[src/rtl/div_sequencer_pkg.sv]
// Shared definitions for the divider sequencer.
//   - RV32M funct3 encodings of the four division operations.
//   - div_seq_state_e: sequencer FSM states (IDLE, RUN, DONE).
package libalu;

  localparam logic [2:0] DIV  = 3'b100;
  localparam logic [2:0] DIVU = 3'b101;
  localparam logic [2:0] REM  = 3'b110;
  localparam logic [2:0] REMU = 3'b111;

  typedef enum logic [1:0] {
    IDLE = 2'd0,
    RUN  = 2'd1,
    DONE = 2'd2
  } div_seq_state_e;

endpackage

[src/rtl/shared_adder34.sv]
// 34-bit add/subtract core shared by the ALU and the iterative divider.
//   a, b   : 32-bit operands
//   sub    : 1 selects a - b, 0 selects a + b
//   result : {carry, a+-b, don't-care}; bits [32:1] hold a+-b, bit 33 is the
//            carry-out.
// The low guard bits ({a,1} + {~b,1}) inject the +1 of the two's-complement
// subtraction without a separate carry-in, so the whole thing is one adder.
module shared_adder34 (
  input  logic [31:0] a,
  input  logic [31:0] b,
  input  logic        sub,
  output logic [33:0] result
);

  logic [33:0] op_a;
  logic [33:0] op_b;

  assign op_a   = {1'b0, a, 1'b1};
  assign op_b   = {1'b0, b ^ {32{sub}}, sub};
  assign result = op_a + op_b;

endmodule

[src/rtl/div_sequencer.sv]
// Execute-stage controller for the iterative divider; also owns the shared
// 34-bit adder.
//
// Ports
//   clk, rst              : clock, synchronous active-high reset
//   flush_i               : aborts whatever is in flight, back to IDLE
//   req_*                 : request from issue (funct3, dividend, divisor, rd)
//   resp_*                : result and rd tag back to writeback
//   div_en_o/funct3/a/b   : control and latched operands to the divider
//   div_finish_i/result_i : divider completion and result (same cycle)
//   div_sub_i/operand_*   : divider's adder request, routed while in RUN
//   alu_*                 : ALU adder request, routed in every other state
//   adder_result_ext_o    : combinational shared adder output
//   busy_o                : high in RUN or DONE
//   state_dbg             : current FSM state, for observation only
//
// Handshakes: a transfer happens on a rising clk edge where valid and ready
// are both high. valid never depends on ready. A request is additionally
// refused in a cycle where flush_i is high.
//
// Optional feature: define DIV_RESULT_CACHE_EN to add a one-entry result
// cache; a matching request skips the divider and goes straight to DONE.
module div_sequencer
  import libalu::*;
#(
  parameter int XLEN = 32  // only 32 is supported
) (
  input  logic            clk,
  input  logic            rst,
  input  logic            flush_i,
  input  logic            req_valid_i,
  output logic            req_ready_o,
  input  logic [2:0]      req_funct3_i,
  input  logic [XLEN-1:0] req_a_i,
  input  logic [XLEN-1:0] req_b_i,
  input  logic [4:0]      req_rd_i,
  output logic            resp_valid_o,
  input  logic            resp_ready_i,
  output logic [XLEN-1:0] resp_data_o,
  output logic [4:0]      resp_rd_o,
  output logic            div_en_o,
  output logic [2:0]      div_funct3_o,
  output logic [XLEN-1:0] div_a_o,
  output logic [XLEN-1:0] div_b_o,
  input  logic            div_finish_i,
  input  logic            div_sub_i,
  input  logic [XLEN-1:0] div_operand_a_i,
  input  logic [XLEN-1:0] div_operand_b_i,
  input  logic [XLEN-1:0] div_result_i,
  input  logic [XLEN-1:0] alu_a_i,
  input  logic [XLEN-1:0] alu_b_i,
  input  logic            alu_sub_i,
  output logic [XLEN+1:0] adder_result_ext_o,
  output logic            busy_o,
  output div_seq_state_e  state_dbg
);

  div_seq_state_e state;
  div_seq_state_e next_state;

  logic            accept;       // request handshake completes this cycle
  logic            capture_div;  // divider result is taken this cycle
  logic            hit;          // accepted request can be served from cache
  logic [XLEN-1:0] add_a;
  logic [XLEN-1:0] add_b;
  logic            add_sub;

  assign accept      = (state == IDLE) && req_valid_i && !flush_i;
  assign capture_div = (state == RUN) && div_finish_i && !flush_i;
  assign state_dbg   = state;

`ifdef DIV_RESULT_CACHE_EN
  logic            cache_valid;
  logic [2:0]      cache_funct3;
  logic [XLEN-1:0] cache_a;
  logic [XLEN-1:0] cache_b;
  logic [XLEN-1:0] cache_result;

  assign hit = cache_valid && (cache_funct3 == req_funct3_i) &&
               (cache_a == req_a_i) && (cache_b == req_b_i);

  // Only rst invalidates the entry; a flush leaves a completed result usable.
  always_ff @(posedge clk) begin
    if (rst) begin
      cache_valid  <= 1'b0;
      cache_funct3 <= '0;
      cache_a      <= '0;
      cache_b      <= '0;
      cache_result <= '0;
    end else if (capture_div) begin
      cache_valid  <= 1'b1;
      cache_funct3 <= div_funct3_o;
      cache_a      <= div_a_o;
      cache_b      <= div_b_o;
      cache_result <= div_result_i;
    end
  end
`else
  assign hit = 1'b0;
`endif

  // Next-state logic. flush_i overrides every transition.
  always_comb begin
    next_state = state;
    unique case (state)
      IDLE: if (accept) next_state = hit ? DONE : RUN;
      RUN:  if (div_finish_i) next_state = DONE;
      DONE: if (resp_ready_i) next_state = IDLE;
      default: next_state = IDLE;
    endcase
    if (flush_i) next_state = IDLE;
  end

  // Moore outputs. div_en_o is low in DONE, so the divider always sees at
  // least one idle cycle between operations to clear its round counter.
  always_comb begin
    req_ready_o  = 1'b0;
    div_en_o     = 1'b0;
    resp_valid_o = 1'b0;
    busy_o       = 1'b0;
    unique case (state)
      IDLE: req_ready_o = 1'b1;
      RUN: begin
        div_en_o = 1'b1;
        busy_o   = 1'b1;
      end
      DONE: begin
        resp_valid_o = 1'b1;
        busy_o       = 1'b1;
      end
      default: req_ready_o = 1'b0;
    endcase
  end

  always_ff @(posedge clk) begin
    if (rst) begin
      state        <= IDLE;
      resp_data_o  <= '0;
      resp_rd_o    <= '0;
      div_funct3_o <= '0;
      div_a_o      <= '0;
      div_b_o      <= '0;
    end else begin
      state <= next_state;
      // Operands are captured only on acceptance, so they stay stable for
      // the whole of RUN and DONE regardless of what issue drives.
      if (accept) begin
        div_funct3_o <= req_funct3_i;
        div_a_o      <= req_a_i;
        div_b_o      <= req_b_i;
        resp_rd_o    <= req_rd_i;
      end
`ifdef DIV_RESULT_CACHE_EN
      if (accept && hit) resp_data_o <= cache_result;
`endif
      if (capture_div) resp_data_o <= div_result_i;
    end
  end

  // Only the divider's own rounds use the adder in RUN; the ALU has it
  // otherwise.
  always_comb begin
    add_a   = alu_a_i;
    add_b   = alu_b_i;
    add_sub = alu_sub_i;
    if (state == RUN) begin
      add_a   = div_operand_a_i;
      add_b   = div_operand_b_i;
      add_sub = div_sub_i;
    end
  end

  shared_adder34 u_adder (
    .a      (add_a),
    .b      (add_b),
    .sub    (add_sub),
    .result (adder_result_ext_o)
  );

endmodule

[config.mk]
export PLATFORM = sky130hd
export DESIGN_NAME = div_sequencer
export DESIGN_NICKNAME = d
export VERILOG_FILES = /design/src/rtl/div_sequencer_pkg.sv /design/src/rtl/shared_adder34.sv /design/src/rtl/div_sequencer.sv
export SDC_FILE = /design/constraint.sdc
export NUM_CORES = 1
export LEC_CHECK = 0
export ABC_AREA = 1
export CORE_AREA = 2 2 147 149
export DETAILED_ROUTE_END_ITERATION = 12
export DIE_AREA = 0 0 149 151
export PLACE_DENSITY = 0.7
export SETUP_SLACK_MARGIN = 0.5
export SYNTH_ARGS = -nofsm -noshare
export SYNTH_HDL_FRONTEND = slang
export SYNTH_SLANG_ARGS = --single-unit
[constraint.sdc]
create_clock -name clk -period 4.9 [get_ports clk]
set_clock_uncertainty 0.2 [all_clocks]
set_input_delay 0.98 -clock clk [delete_from_list [all_inputs] [get_ports clk]]
set_output_delay 0.98 -clock clk [all_outputs]
set_load 0.02 [all_outputs]
# Word-level counts from Yosys, hierarchy flattened
# Cells that the tools add are included.
totals:
  ff_bits: 106
  inputBits: 240
  out_inout_bits: 144
  elab_cells: 33
op_classes:
  n_addsub: 1
  eq_ne: 5
  n_mux: 11
  n_bitwise: 1
  reduce_logical: 9
ops:
  columns: ["op", "count"]
  rows:
  - ["$mux W32", 2]
  - ["$add A33 B33 Y34", 1]
  - ["$xor A32 B32 Y32", 1]
  - ["$mux W2", 3]
  - ["$ne A2 B2 Y1 const B", 3]
  - ["$pmux W2 S3", 1]
  - ["$mux W1", 5]
  - ["$logic_and A1 B1 Y1", 4]
  - ["$reduce_or A2 Y1", 2]
  - ["$reduce_and A3 Y1", 1]
  - ["$eq A2 B1 Y1 const B", 1]
  - ["$eq A2 B2 Y1 const B", 1]
  - ["$logic_not A2 Y1", 1]
  - ["$logic_not A1 Y1", 1]

# Longest topological paths before layout
# Gate-level depths: netlist of the first run.
logic_depth:
  word_depth: 5
  mapped_depth: 21
  mapped_depth_nobuf: 19

# Hierarchy
# From an unflattened synthesis of the first run, not the netlist that was laid out.
unflattened:
  hier_cells: 1189
  hier_area_um2: 7181.9
modules_own_cells:
  columns: ["mod", "n_inst", "cells_per_inst", "area_per_inst_um2"]
  rows:
  - ["div_sequencer", 1, 686, 4555.6]
  - ["shared_adder34", 1, 503, 2626.3]

# Least setup slack after synthesis of the first run
# Ideal clock, no wire load.
synth_path:
  path_type: "register -> output"
  from: "register state[1] (netlist: state_dbg[1])"
  to: "output port adder_result_ext_o[25]"
  arrival_ns: 3.164
  required_time_ns: 3.720
  slack_ns: 0.556
  path_stages_with_launch: 17
  path_buffers: 3
  cell_sequence: "dfxtp_1 inv_1 ha_1 inv_2 buf_4 clkbuf_1 clkbuf_1 nand2_1 nand2_1 ha_1 a21oi_1 o21ai_0 a21oi_1 o21bai_1 nand2_1 nand2_1 xor2_1"
synth_via:
  elab_chain_len: 4
  elab_cells_between_ends: 6
  classes_between: "1 x add/sub; 1 x eq/ne; 3 x mux; 1 x bitwise"
synth_lines:
  columns: ["item", "line", "source"]
  rows:
  - ["start: declaration", "div_sequencer.sv:58", "div_seq_state_e state;"]
  - ["start signal: assignment", "div_sequencer.sv:144", "state <= next_state;"]
  - ["$eq A2 B1 Y1 *", "div_sequencer.sv:166", "if (state == RUN) begin"]
  - ["$mux W32 or $mux W1 (tied branches)", "div_sequencer.sv:166", null]
  - ["$xor A32 B32 Y32", "shared_adder34.sv:19", "assign op_b = {1'b0, b ^ {32{sub}}, sub};"]
  - ["$add A33 B33 Y34 *", "shared_adder34.sv:20", "assign result = op_a + op_b;"]
  - ["end: declaration", "div_sequencer.sv:53", "output logic [XLEN+1:0] adder_result_ext_o,"]
# Mark *: on every way between the ends. The rest lies on a longest branch, timed or not.

# Worst setup path in the final report of the first run
layout_path:
  from: "input port alu_sub_i"
  to: "output port adder_result_ext_o[31]"
layout_via:
  elab_chain_len: 3
layout_lines:
  columns: ["item", "line", "source"]
  rows:
  - ["start: declaration", "div_sequencer.sv:52", "input logic alu_sub_i,"]
  - ["$mux W1 *", "div_sequencer.sv:166", null]
  - ["$xor A32 B32 Y32", "shared_adder34.sv:19", null]
  - ["$add A33 B33 Y34 *", "shared_adder34.sv:20", null]
# Marked as above.

==> results.md, run 1 <==
* Synthesized area at 0.00675 sq mm
* Clock Latency Late Sink at 0.34 ns
* Type of origin of the critical path: primary input
* Pwr/cell area at 303 mW/mm^2
* WL/cell at 16.4 um
* Syn Area/Cell at 6.20 sq um
* Clock root buffer: clkbuf_16
* Register Area at 0.00212 sq mm
* Switching part of the total at 0.402
* Worst rel slew slack at 0.500
* Post-synth top area share at 0.314
* Gr usage total at 0.236
* DRT Pass-1 Iters at 4
* Die Y at 151 um
* Maxcap violations at 0
* Post-synth EDFFs at 0
* # port buffers at 383
* Filler cells at 1,792
* Comb power frac at 0.598
* Post-route cell area at 0.0132 sq mm
* WP data arrival at 3.25 ns
* VDD IR-drop max at 0.250 mV
* Critical path buffers and inverters at 5
* Largest net degree at the start of global routing at 75
* Initial antenna violation count at 1
* I/O pin cnt at 384
* Sw power at 1610 uW
* H-tree depth at 3
* Clock tree from TritonCTS: yes
* Dpl cell area at 0.0115 sq mm
* Top cells by area, synth: dfxtp_1, nand2_1, nor2_1, o21ai_0, ha_1
* Routed WL at 30.4 mm
* Clock transition at path regs at 0.07 ns
* Min cycle time layout at 4.43 ns
* Sequential share of power at 0.233
* Grt ovf at 0
* Pint at 2390 uW
* Mapped Nets at 1,363
* Most common flop cell mapped by yosys: dfxtp_1
* Gpl congestion at 0.948
* Via-to-Cell Ratio at 4.80
* First-pass GRT wire length at 42.1 mm
* Post-synth ARST share at 0
* Multi-input gate area at 0.00514 sq mm
* Initial Util at 0.324
* FF-to-FF path depth at 8
* Num CTS Buffers at 9
* Synth cell types at 33
* Fin. max-slew vios at 0
* Post-route insts no fill at 1,854
* Share of post-route cells with drive strength above 1 at 0.239
* Reg2Reg Setup Slack at 2.53 ns
* Num rows at 53
* Syn Inst Count at 1,088
* Clock share of power at 0.169
* Final-stage net count at 1,849
* Post-place setup slack at -0.437 ns
* CTS max path bufs at 2
* Synthesis-to-finish area growth at 96.0%
* Fin worst setup slack at 0.466 ns
* Critical Path Max Stage Delay at 0.40 ns
* CP Max Fanout at 8
* Hold depth at 2
* CP Class: in2out
* Final worst-path cycle share at 0.905
* DP Cell Count at 1,794
* RR Startpoint: state_dbg[0]
* RR Endpoint: resp_rd_o[2]
* Worst path slowest cell: ha_1
* Status: finished, final reports clean
* Core Area at 0.0208 sq mm
* Min-delay worst type: reg2reg
* Power, Total at 4000 uW
* Clk sink count at 106
* Final hold vios at 0
* CP top delay family: simple AND/OR/NAND/NOR gates
* Fmax at 226 MHz
* Setup violations, final at 0
* Crit-path cells: buf_8 -> nand2_4 -> nand2_8 -> buf_6 -> buf_16 -> xor2_1 -> ha_1 -> nand2_2 -> nor2_4 -> inv_2 -> nor2_2 -> nand2_2 -> nand2_4 -> nand4_1 -> nand2_1 -> nand2_1 -> nand2_1 -> buf_6
* Hold wc startpoint: div_b_o[10]
* Hold EP: div_b_o[10]
* DRC at 0
* Die Area at 0.0225 sq mm
* Synth warn at 0
* Worst setup EP type: output pin
* Cell repeated most along the worst path: nand2_1
* RSZ-0062 raised after global routing: true
* DRT iter0 DRCs at 408
* Hold Slack at 0.280 ns
* Sequential element share of the synthesized area at 0.314
* Die X at 149 um
* Slew @ Worst Pin at 0.751 ns
* Leakage at 0.00588 uW
* Post-synth top area cell: dfxtp_1
* DR vias at 8,890
* Number of global-route vias before repair at 8,195
* Critical Path RT at 3.72 ns
* ANT nets after route at 0
* Detailed placer's ending HPWL at 21.7 mm
* Hold-fix buffers, CTS at 0
* Ant. Diodes at 0
* Synthesis-stage register bit count at 106
## worst min-delay path: cells and delay by family (launching register included)
kind,cells,cell delay (ns)
simple gates,2,0.12
flops,1,0.32
## layout by cell type (no fill, tap or decap), types with 3 or more instances in the layout
| cell | count |
|---|---|
| o21ai_1 | 6 |
| nor2_4 | 9 |
| dfxtp_1 | 104 |
| dlymetal6s2s_1 | 21 |
| buf_2 | 8 |
| buf_16 | 3 |
| buf_6 | 18 |
| dlygate4sd2_1 | 13 |
| nand2_1 | 248 |
| clkdlybuf4s50_1 | 320 |
| inv_1 | 41 |
| nor3_2 | 5 |
| nand2_2 | 52 |
| o21ai_2 | 14 |
| nand3_2 | 4 |
| xor2_2 | 11 |
| a21oi_4 | 4 |
| nor2_1 | 225 |
| ha_1 | 20 |
| nor3_1 | 3 |
| ha_4 | 14 |
| clkbuf_16 | 12 |
| o21ai_0 | 107 |
| xor2_1 | 37 |
| inv_2 | 7 |
| a21oi_1 | 11 |
| nand4_1 | 5 |
| nand3_1 | 19 |
| buf_4 | 124 |
| nor2_2 | 18 |
| o21a_1 | 4 |
| a21oi_2 | 31 |
| clkinvlp_4 | 3 |
| nand2_4 | 15 |
| buf_12 | 7 |
## logic make-up after synthesis
kind of cell / count (synthesis) / synth area share
AOI/OAI and AO/OA: 189 / 0.146
adders and majority gates: 35 / 0.0649
DFF: 106 / 0.314
buffers and inverters: 98 / 0.0564
xor gates and xnor gates: 51 / 0.0662
and+or+nand+nor: 609 / 0.352
## what timing repair did
action                     4_1_cts  5_1_grt
buffers inserted                24       14
pin swaps                       52      128
gates resized for setup        217      213
setup endpoints to repair       31       29
gates cloned                     3        3
hold endpoints to repair         0        0
## worst max path at each step
stage,from,end,slack (ns),cells past startpoint
after floorplan,state_dbg[1],adder_result_ext_o[25],0.56,16
after global placement,div_sub_i,adder_result_ext_o[22],-0.41,17
after detailed placement,alu_sub_i,adder_result_ext_o[22],-0.44,15
after CTS,alu_b_i[2],adder_result_ext_o[33],0.46,14
after global routing,alu_sub_i,adder_result_ext_o[31],0.33,18
final,alu_sub_i,adder_result_ext_o[31],0.47,18
## synthesized netlist by cell type, types with 6 or more instances
library cell and instances:
nor3_1 8, dfxtp_1 106, nand2_1 309, o21ai_0 125, ha_1 35, nand3_1 23, nor2_1 252, buf_2 7
xor2_1 48, inv_1 47, a21oi_1 45, clkbuf_1 37, nand2_2 6
## area by class of cell
class	instances	share of cell area
sequential	106	0.161
clock inverter	5	0.00303
tap	275	0.0260
timing repair buffer	524	0.389
inverter	49	0.0145
multi-input combinational	884	0.389
clock buffer	11	0.0176
## power groups by stage
stage	combinational (uW)	clock (uW)	sequential, uW
after global routing	2550	729	939
after global placement	1950	0	950
after CTS	2050	696	933
after detailed placement	1960	0	953
after floorplan	871	0	1010
final	2390	676	933
## layer usage
layer / vias up / global-route usage / routed length [um]
met1: 4010 / 0.253 / 10900
met3: 79 / 0.0849 / 2950
met2: 367 / 0.427 / 15300
met5: - / 0 / 16
met4: 2 / 0.0905 / 1210
li1: 4432 / - / -
## state kept, by name, summed over array words and instances, names as in the netlist
register and flops:
resp_rd_o 5, div_a_o 32, resp_data_o 32, div_b_o 32, div_funct3_o 3, state_dbg 2
## per-stage QoR
| step | setup TNS (ns) | utilization |
|---|---|---|
| final | 0 | 0.635 |
| after global routing | 0 | 0.635 |
| after CTS | 0 | 0.591 |
| after detailed placement | -6.52 | 0.552 |
| after global placement | -5.93 | 0.552 |
| after floorplan | 0 | - |
(Power assumes the default switching activity.)
==> run 2: changes to the inputs <==
--- a/config.mk
+++ b/config.mk
@@ -7,10 +7,12 @@
 export LEC_CHECK = 0
 export ABC_AREA = 1
 export CORE_AREA = 2 2 147 149
+export CTS_CLUSTER_SIZE = 8
 export DETAILED_ROUTE_END_ITERATION = 12
 export DIE_AREA = 0 0 149 151
 export PLACE_DENSITY = 0.7
 export SETUP_SLACK_MARGIN = 0.5
+export SKIP_LAST_GASP = 1
 export SYNTH_ARGS = -nofsm -noshare
 export SYNTH_HDL_FRONTEND = slang
 export SYNTH_SLANG_ARGS = --single-unit
==> results of run 2 <==
Final layout, timing and power as in run 1 (identical DEF).
==> run 3: changes to the inputs <==
--- a/config.mk
+++ b/config.mk
@@ -6,11 +6,12 @@
 export NUM_CORES = 1
 export LEC_CHECK = 0
 export ABC_AREA = 1
-export CORE_AREA = 2 2 147 149
+export CORE_AREA = 2 2 150 152
+export CTS_BUF_LIST = sky130_fd_sc_hd__clkbuf_2
 export CTS_CLUSTER_SIZE = 8
 export DETAILED_ROUTE_END_ITERATION = 12
-export DIE_AREA = 0 0 149 151
-export PLACE_DENSITY = 0.7
+export DIE_AREA = 0 0 152 154
+export PLACE_DENSITY = 0.67
 export SETUP_SLACK_MARGIN = 0.5
 export SKIP_LAST_GASP = 1
 export SYNTH_ARGS = -nofsm -noshare
==> run 3 against run 2 <==
  * Register-to-register slack got worse by 0.07 ns
  * Count of clock-buffer cells in the layout is 2 lower
  * Sequential share of layout area is 0.55 points higher
  * Wire length fell by 5.9%
  * Hold slack improved by 0.024 ns
  * Total power fell by 5.4%
  * Critical endpoint is now adder_result_ext_o[26]
  * Largest cell class unchanged
==> results.md, run 3 (synthesis gave the netlist of run 1 again) <==
* Slew @ Worst Pin at 1.05 ns (was 0.751 ns)
* Worst path slowest cell: dfxtp_2 (was ha_1)
* VDD IR-drop max at 0.196 mV (was 0.250 mV)
* Fin worst setup slack at 0.270 ns (was 0.466 ns)
* Most common cell after layout, fill and taps aside: clkdlybuf4s50_1 (unchanged)
* Min-delay worst type: reg2reg (unchanged)
* WL/cell at 15.3 um (was 16.4 um)
* Switching part of the total at 0.409 (was 0.402)
* RSZ-0062 raised after global routing: true (unchanged)
* CP top delay family: compound AO/OA/AOI/OAI gates (was simple AND/OR/NAND/NOR gates)
* Critical path buffers and inverters at 5 (unchanged)
* Clock transition at path regs at 0.33 ns (was 0.07 ns)
* Critical path endpoint: adder_result_ext_o[26] (was adder_result_ext_o[31])
* Routed WL at 28.6 mm (was 30.4 mm)
* Leakage at 0.00559 uW (was 0.00588 uW)
* Ant. Diodes at 0 (unchanged)
* Final-stage net count at 1,855 (was 1,849)
* Share of post-route cells with drive strength above 1 at 0.214 (was 0.239)
* CTS max path bufs at 2 (unchanged)
* Type of origin of the critical path: register (was primary input)
* ANT nets after route at 0 (unchanged)
* Gpl congestion at 0.921 (was 0.948)
* Pint at 2240 uW (was 2390 uW)
* Sequential share of power at 0.248 (was 0.233)
* DRT iter0 DRCs at 538 (was 408)
* DR vias at 8,668 (was 8,890)
* Clk sink count at 106 (unchanged)
* Die Y at 154 um (was 151 um)
* Num CTS Buffers at 9 (unchanged)
* Grt ovf at 0 (unchanged)
* Critical Path RT at 3.72 ns (about the same)
* Setup violations, final at 0 (unchanged)
* Fmax at 216 MHz (was 226 MHz)
* # port buffers at 383 (unchanged)
* Worst setup EP type: output pin (unchanged)
* Comb power frac at 0.619 (was 0.598)
* Gr usage total at 0.228 (was 0.236)
* Most frequent cells in the layout: clkdlybuf4s50_1, nand2_1, nor2_1 (unchanged)
* Final hold vios at 0 (unchanged)
* Hold-fix buffers, CTS at 0 (unchanged)
* Die Area at 0.0234 sq mm (was 0.0225 sq mm)
* Post-layout util at 0.590 (was 0.635)
* Clock tree from TritonCTS: yes (unchanged)
* RR Endpoint: resp_data_o[1] (was resp_rd_o[2])
* H-tree depth at 3 (unchanged)
* Sw power at 1550 uW (was 1610 uW)
* Power, Total at 3790 uW (was 4000 uW)
* Fin. max-slew vios at 0 (unchanged)
* Number of global-route vias before repair at 8,342 (was 8,195)
* Clock root buffer: clkbuf_2 (was clkbuf_16)
* Post-place setup slack at -0.373 ns (was -0.437 ns)
* First-pass GRT wire length at 43.6 mm (was 42.1 mm)
* Initial Util at 0.311 (was 0.324)
* Final worst-path cycle share at 0.945 (was 0.905)
* DRT Pass-1 Iters at 5 (was 4)
* Worst setup path startpoint: state_dbg[1] (was alu_sub_i)
* CP Class: reg2out (was in2out)
* Num rows at 54 (was 53)
* DRC at 0 (unchanged)
* Initial antenna violation count at 0 (was 1)
* Hold Slack at 0.305 ns (was 0.280 ns)
* Maxcap violations at 0 (unchanged)
* Worst rel slew slack at 0.302 (was 0.500)
* Via-to-Cell Ratio at 4.65 (was 4.80)
* Pwr/cell area at 296 mW/mm^2 (was 303 mW/mm^2)
* CP Max Fanout at 7 (was 8)
* I/O pin cnt at 384 (unchanged)
* Crit-path cells: inv_2 -> ha_4 -> inv_8 -> nand2_8 -> nand2_8 -> buf_12 -> xor2_1 -> ha_1 -> a21oi_1 -> o21ai_1 -> o21bai_2 -> buf_6 -> nand2_2 -> nand2_1 -> nand2_1 -> nand2_1 -> buf_4 (was buf_8 -> nand2_4 -> nand2_8 -> buf_6 -> buf_16 -> xor2_1 -> ha_1 -> nand2_2 -> nor2_4 -> inv_2 -> nor2_2 -> nand2_2 -> nand2_4 -> nand4_1 -> nand2_1 -> nand2_1 -> nand2_1 -> buf_6)
* Cell repeated most along the worst path: nand2_1 (unchanged)
* Reg2Reg Setup Slack at 2.46 ns (was 2.53 ns)
* Largest net degree at the start of global routing at 74 (was 75)
* Die X at 152 um (was 149 um)
* Clock Latency Late Sink at 0.59 ns (was 0.34 ns)
* WP data arrival at 3.45 ns (was 3.25 ns)
* FF-to-FF path depth at 8 (unchanged)
* Critical Path Stages at 17 (was 18)
* Detailed placer's ending HPWL at 21.6 mm (was 21.7 mm)
* Largest regs: div_a_o (32), div_b_o (32), resp_data_o (32) (unchanged)
* RR Startpoint: state_dbg[1] (was state_dbg[0])
* Core Area at 0.0217 sq mm (was 0.0208 sq mm)
* Min cycle time layout at 4.63 ns (was 4.43 ns)
* Synthesis-to-finish area growth at 89.5% (was 96.0%)
* Status: finished, final reports clean (unchanged)
* Clock share of power at 0.133 (was 0.169)
* Critical Path Max Stage Delay at 0.40 ns (about the same)
==> run 3: cell count changes in the layout (fill, tap and decap cells not counted), sizes merged <==
cell / delta
clkdlybuf4s50: +28
dlymetal6s2s: -20
buf: +11
dlygate4sd2: -10
clkbuf: -3
clkdlybuf4s15: -3
clkinvlp: -3
inv: +3
bufinv: +2
bufbuf: +1
==> run 3: power groups by stage <==
stage                     sequential (uW)  clock, uW  combinational, uW
after floorplan                      1010          0                871
after global placement                950          0               1970
after detailed placement              952          0               1970
after CTS                             939        522               2100
after global routing                  945        549               2520
final                                 938        503               2350
==> run 3: final cells by class <==
class | instances | area [sq um]
clock buffers | 9 | 45.0
clock inverters | 7 | 106
fillers | 2032 | 8900
inverters | 49 | 191
multi-input cells | 884 | 4890
flip-flops and latches | 106 | 2120
well taps | 280 | 350
repair buffers | 530 | 5080
==> run 3: metal layers <==
layer / track usage / part of all wire / wire length, um
met4: 0.0552 / 0.020 / 582
met3: 0.0722 / 0.078 / 2230
met1: 0.256 / 0.40 / 11400
met5: 0 / 0 / 0
met2: 0.418 / 0.50 / 14400
==> run 3: what timing repair did <==
action,4_1_cts,5_1_grt
buffers inserted,23,16
pin swaps,34,57
gates resized for setup,251,114
gates cloned,2,2
setup endpoints to repair,33,32
==> run 3: stage by stage <==
step | area, sq um | std cells | TNS, ns
global route | 12800 | 1865 | 0
floorplan | 6750 | 1088 | 0
detailed placement | 11600 | 1806 | -6.01
CTS | 12200 | 1847 | 0
global placement | 11600 | 1806 | -5.46
finish | 12800 | 1865 | 0
==> run 3: worst min-delay path by stage <==
stage                          startpoint         endpoint  slack (ns)  cells past startpoint
after detailed placement  resp_data_o[30]  resp_data_o[30]        0.27                      2
final                        resp_rd_o[3]     resp_rd_o[3]        0.30                      2
after global routing          div_b_o[16]      div_b_o[16]        0.32                      2
after CTS                    resp_rd_o[1]     resp_rd_o[1]        0.31                      2
after global placement        div_b_o[21]      div_b_o[21]        0.26                      2
after floorplan           resp_data_o[10]  resp_data_o[10]        0.36                      2
==> run 3: worst register-to-register path: cells and delay by family, from the launching register on <==
kind	cells	cell delay, ns
buf+inv	4	1.26
flops	1	0.40
simple gates	3	0.27
fa+ha+maj	1	0.22
